### config.mk
export PLATFORM = sky130hd
export DESIGN_NAME = adder_gf2_operand_join
export DESIGN_NICKNAME = d
export VERILOG_FILES = /design/src/rtl/adder_gf2_pkg.sv /design/src/rtl/adder_gf2_lane_fifo.sv /design/src/rtl/adder_gf2_operand_join.sv
export SDC_FILE = /design/constraint.sdc
export NUM_CORES = 1
export LEC_CHECK = 0
export CORE_MARGIN = 1.5
export CORE_UTILIZATION = 40
export CTS_BUF_LIST = sky130_fd_sc_hd__clkbuf_16
export CTS_CLUSTER_DIAMETER = 120
export DETAILED_ROUTE_END_ITERATION = 12
export PLACE_DENSITY = 0.73
export RECOVER_POWER = 100
export SYNTH_ARGS = -nofsm -noshare
export SYNTH_HDL_FRONTEND = slang
export SYNTH_SLANG_ARGS = --single-unit
### constraint.sdc
create_clock -name i_clock -period 2.3 [get_ports i_clock]
set_input_delay 0.345 -clock i_clock [delete_from_list [all_inputs] [get_ports i_clock]]
set_output_delay 0.345 -clock i_clock [all_outputs]
set_load 0.01 [all_outputs]
### src/rtl/adder_gf2_pkg.sv
// Shared types and helpers for the GF(2) adder operand-join front end.
package adder_gf2_pkg;

   localparam int ADDER_GF2_WIDTH = 16;

   typedef enum logic {
      OUT_EMPTY = 1'b0,
      OUT_FULL  = 1'b1
   } out_state_t;

   function automatic logic [ADDER_GF2_WIDTH-1:0] gf2_add(
      input logic [ADDER_GF2_WIDTH-1:0] a,
      input logic [ADDER_GF2_WIDTH-1:0] b
   );
      return a ^ b;
   endfunction

endpackage

### src/rtl/adder_gf2_lane_fifo.sv
// Per-lane operand FIFO; head is read combinationally, push lands one edge later.
// Ready is registered from the post-update count, so it falls right after the filling push.
module adder_gf2_lane_fifo
   import adder_gf2_pkg::*;
#(
   parameter int WIDTH = ADDER_GF2_WIDTH,
   parameter int DEPTH = 2
) (
   input  logic             i_clock,
   input  logic             i_reset,
   input  logic             push,
   input  logic [WIDTH-1:0] push_data,
   input  logic             pop,
   output logic [WIDTH-1:0] head_data,
   output logic             empty,
   output logic             ready
);

   localparam int PW = $clog2(DEPTH);
   localparam int CW = $clog2(DEPTH + 1);

   logic [WIDTH-1:0] mem [DEPTH];
   logic [PW-1:0]    wr_ptr;
   logic [PW-1:0]    rd_ptr;
   logic [CW-1:0]    count;
   logic [CW-1:0]    count_next;

   always_comb begin
      count_next = count;
      case ({push, pop})
         2'b10:   count_next = count + CW'(1);
         2'b01:   count_next = count - CW'(1);
         default: count_next = count;
      endcase
   end

   always_ff @(posedge i_clock) begin
      if (i_reset) begin
         wr_ptr <= '0;
         rd_ptr <= '0;
         count  <= '0;
         ready  <= 1'b0;
      end else begin
         if (push) wr_ptr <= wr_ptr + PW'(1);
         if (pop)  rd_ptr <= rd_ptr + PW'(1);
         count <= count_next;
         ready <= (count_next < CW'(DEPTH));
      end
   end

   // Storage needs no reset: count gates every read.
   always_ff @(posedge i_clock) begin
      if (push) mem[wr_ptr] <= push_data;
   end

   assign head_data = mem[rd_ptr];
   assign empty     = (count == '0);

endmodule

### src/rtl/adder_gf2_operand_join.sv
// Joins A/B operand streams in arrival order and emits A^B on a registered valid/ready port.
// One edge from the later operand push to result; no combinational path from i_out_ready to lane readies.
module adder_gf2_operand_join
   import adder_gf2_pkg::*;
#(
   parameter int WIDTH = ADDER_GF2_WIDTH,
   parameter int DEPTH = 2
) (
   input  logic             i_clock,
   input  logic             i_reset,
   input  logic [WIDTH-1:0] i_a_data,
   input  logic             i_a_valid,
   output logic             o_a_ready,
   input  logic [WIDTH-1:0] i_b_data,
   input  logic             i_b_valid,
   output logic             o_b_ready,
   output logic [WIDTH-1:0] o_out_data,
   output logic             o_out_valid,
   input  logic             i_out_ready,
   output logic [15:0]      o_xfer_count
);

   logic [WIDTH-1:0] a_head, b_head;
   logic             a_empty, b_empty;
   logic             load;
   out_state_t       state_q, state_d;

   adder_gf2_lane_fifo #(.WIDTH(WIDTH), .DEPTH(DEPTH)) u_lane_a (
      .i_clock   (i_clock),
      .i_reset   (i_reset),
      .push      (i_a_valid && o_a_ready),
      .push_data (i_a_data),
      .pop       (load),
      .head_data (a_head),
      .empty     (a_empty),
      .ready     (o_a_ready)
   );

   adder_gf2_lane_fifo #(.WIDTH(WIDTH), .DEPTH(DEPTH)) u_lane_b (
      .i_clock   (i_clock),
      .i_reset   (i_reset),
      .push      (i_b_valid && o_b_ready),
      .push_data (i_b_data),
      .pop       (load),
      .head_data (b_head),
      .empty     (b_empty),
      .ready     (o_b_ready)
   );

   // A pair moves forward whenever the output slot is free or being drained this edge.
   assign load = !a_empty && !b_empty && ((state_q == OUT_EMPTY) || i_out_ready);

   always_comb begin
      state_d = state_q;
      case (state_q)
         OUT_EMPTY: if (load) state_d = OUT_FULL;
         OUT_FULL:  if (!load && i_out_ready) state_d = OUT_EMPTY;
         default:   state_d = OUT_EMPTY;
      endcase
   end

   always_ff @(posedge i_clock) begin
      if (i_reset) begin
         state_q      <= OUT_EMPTY;
         o_out_data   <= '0;
         o_xfer_count <= '0;
      end else begin
         state_q <= state_d;
         if (load) o_out_data <= gf2_add(a_head, b_head);
         if (o_out_valid && i_out_ready) o_xfer_count <= o_xfer_count + 16'd1;
      end
   end

   assign o_out_valid = (state_q == OUT_FULL);

endmodule

==> impl_metrics.ini <==
[cts]
cts_resized = 0
cts_tree = yes
hold_buffers = 0
h-tree-depth = 3
cts_setup_buffers = 0
clk_path_buf_depth = 2
clk_latency_ns = 0.35
clk_pin_slew_ns = 0.07
cts_buffers = 9
cts_num_sinks = 109
cts_root_buffer = clkbuf_16

[detailed_routing]
wirelength_um = 7650
avgViaCountPerCell = 4.92
drt_first_pass_iters = 4
avgRoutedWirePerCell_um = 14.6
drtIter0Drc = 71
drc = 0
ant_nets = 0
via_count = 2566

[global_route]
grt.overflow.total = 0
grt_pass1_vias = 2592
grt_max_degree = 46
antenna_found_initial = 0
grtUsageTotal = 0.151
grt_pass1_wl_um = 12700

[critical_path]
worstSetupPathType = in2reg
critPathLaunchType = input port
endpoint_kind = register
cp.required_ns = 2.26
worstPathMaxFanout = 16
reg2reg_setup_slack_ns = 0.49
critPathArrivalTime_ns = 1.95
rr_worst_depth = 6

[worst_hold_path]
whs_path_depth = 2
hold_path_class = reg2reg

[layout]
syn2layout_area_growth_pct = 28.2
n_antenna_cell = 0
fin_area_sq_mm = 0.00532
final_core_util = 0.522
fin_nets = 421
layout-drive-gt1-share = 0.0622
nFillCells = 873

[placement]
place.port_buffers = 71
postPlaceCellArea_sq_mm = 0.00505
routabilityCongestion = 0.738
dp_slack_ns = 0.136
dp_hpwl_um = 5260

[die]
fp-row-count = 37
fp.dieW_um = 105
core_area_sq_mm = 0.0102
die_y_um = 105
start_util = 0.407
die_area_sq_mm = 0.0110
num_io_pins = 72

[timing]
setup_violations = 0
finalCriticalPeriod_ns = 2.00
worst_pin_slew_ns = 1.12
final_max_slew_viol_count = 0
max_freq_ghz = 0.501
finalHoldViolCount = 0
post-route-period-util = 0.868
rsz0062_at_grt = false
setup_slack_ns = 0.304
final.setup_skew_ns = 0.00841
slew_headroom = 0.253
final.setup.tns_ns = 0

[logic_synthesis]
mappedNetlistArea_sq_mm = 0.00415
synthArstFlopShare = 0
ys.flop_type = edfxtp_1
synth_most_common_cell = edfxtp_1
synth.avg_cell_area_sq_um = 13.8
netlist.area_leader.share = 0.463
synth_warnings = 0
synth_cells = 301
synth_cell_types = 29
yosysSeqAreaShare = 0.680
netlist_top_cells_area = edfxtp_1 46%, dfxtp_1 22%, mux2i_1 7.7%
synth-seq-cells = 109
yosys.area.top_type = edfxtp_1
synth_edf_count = 64
synthesis.nets = 341
synth_common_cells = 64 x edfxtp_1, 45 x dfxtp_1, 40 x nor2_1

[power_and_ir_drop]
p_per_area_mw_per_mm2 = 951
leakage_nw = 1.84
peakVddDrop_mv = 0.531

[flow_run]
drv_cap = 0

[run_status]
status = finished clean
-- critical path, stage by stage --
cell	delay (ns)
dlygate4sd3_1	0.55
nand2_1	0.12
nor2_2	0.11
clkbuf_1	0.82
-- metal layers --
metal	wire (um)	track usage
met1	3300	0.171
met2	3990	0.272
met3	260	0.0405
met4	95	0.0568
met5	0	0
-- power breakdown --
part | switching, mW | internal [mW]
clock | 0.717 | 0.871
sequential | 0.129 | 2.32
combinational | 0.518 | 0.503
total | 1.36 | 3.70
-- final cells by class --
cell class | count | area [sq um] | share of cell area
repair buffers | 83 | 772 | 0.145
multi-input cells | 177 | 1230 | 0.232
well taps | 136 | 170 | 0.0320
clock inverters | 7 | 91.3 | 0.0172
flip-flops and latches | 109 | 2820 | 0.531
inverters | 1 | 3.75 | 0.000706
clock buffers | 9 | 225 | 0.0423
-- flip-flops by register name (all words and copies together), names as in the netlist, named ones only --
register,count
u_lane_b.ready,1
u_lane_a.mem,32
o_xfer_count,16
u_lane_a.rd_ptr,1
o_out_data,16
u_lane_b.mem,32
u_lane_b.rd_ptr,1
u_lane_a.ready,1
u_lane_a.count,1
u_lane_b.wr_ptr,1
o_out_valid,1
u_lane_b.count,1
u_lane_a.wr_ptr,1
-- kinds of logic after synthesis --
| kind of cell | share of synthesized area |
|---|---|
| AO/OA/AOI/OAI | 0.0455 |
| XOR/XNOR | 0.0760 |
| adder cells (fa/ha/maj) | 0.00905 |
| buffers and inverters | 0.0208 |
| flip-flops | 0.680 |
| multiplexers | 0.0772 |
| AND/OR/NAND/NOR | 0.0914 |
-- path summary, 6_finish.rpt --
path	to	startpoint
worst max register to register	register	o_out_valid
worst min-delay path	o_xfer_count[15]	o_xfer_count[15]
worst min register to register	o_xfer_count[15]	o_xfer_count[15]
worst max-delay path	u_lane_a.mem[0][9]	i_a_valid
-- cells in the final DEF (no fill, tap or decap), types with 3 or more instances in the layout --
cell type	instances
nand2_1	7
clkbuf_1	9
mux2i_1	32
nand3_1	6
a21oi_1	7
xor2_1	15
ha_1	3
or3_1	3
nor2_1	39
edfxtp_1	64
nand4_1	6
o21ai_0	4
and3_1	4
clkbuf_16	9
dfxtp_1	45
xnor2_1	21
a211oi_1	16
dlygate4sd3_1	70
-- stage by stage --
stage	hold slack, ns	std cells	power (mW)
6_report	0.493	522	5.06
5_1_grt	0.521	522	5.32
4_1_cts	0.503	522	5.20
3_5_place_dp	0.493	506	3.60
3_3_place_gp	0.465	506	3.56
2_1_floorplan	0.444	301	3.15
No activity file was read; power rests on OpenSTA's default activity.
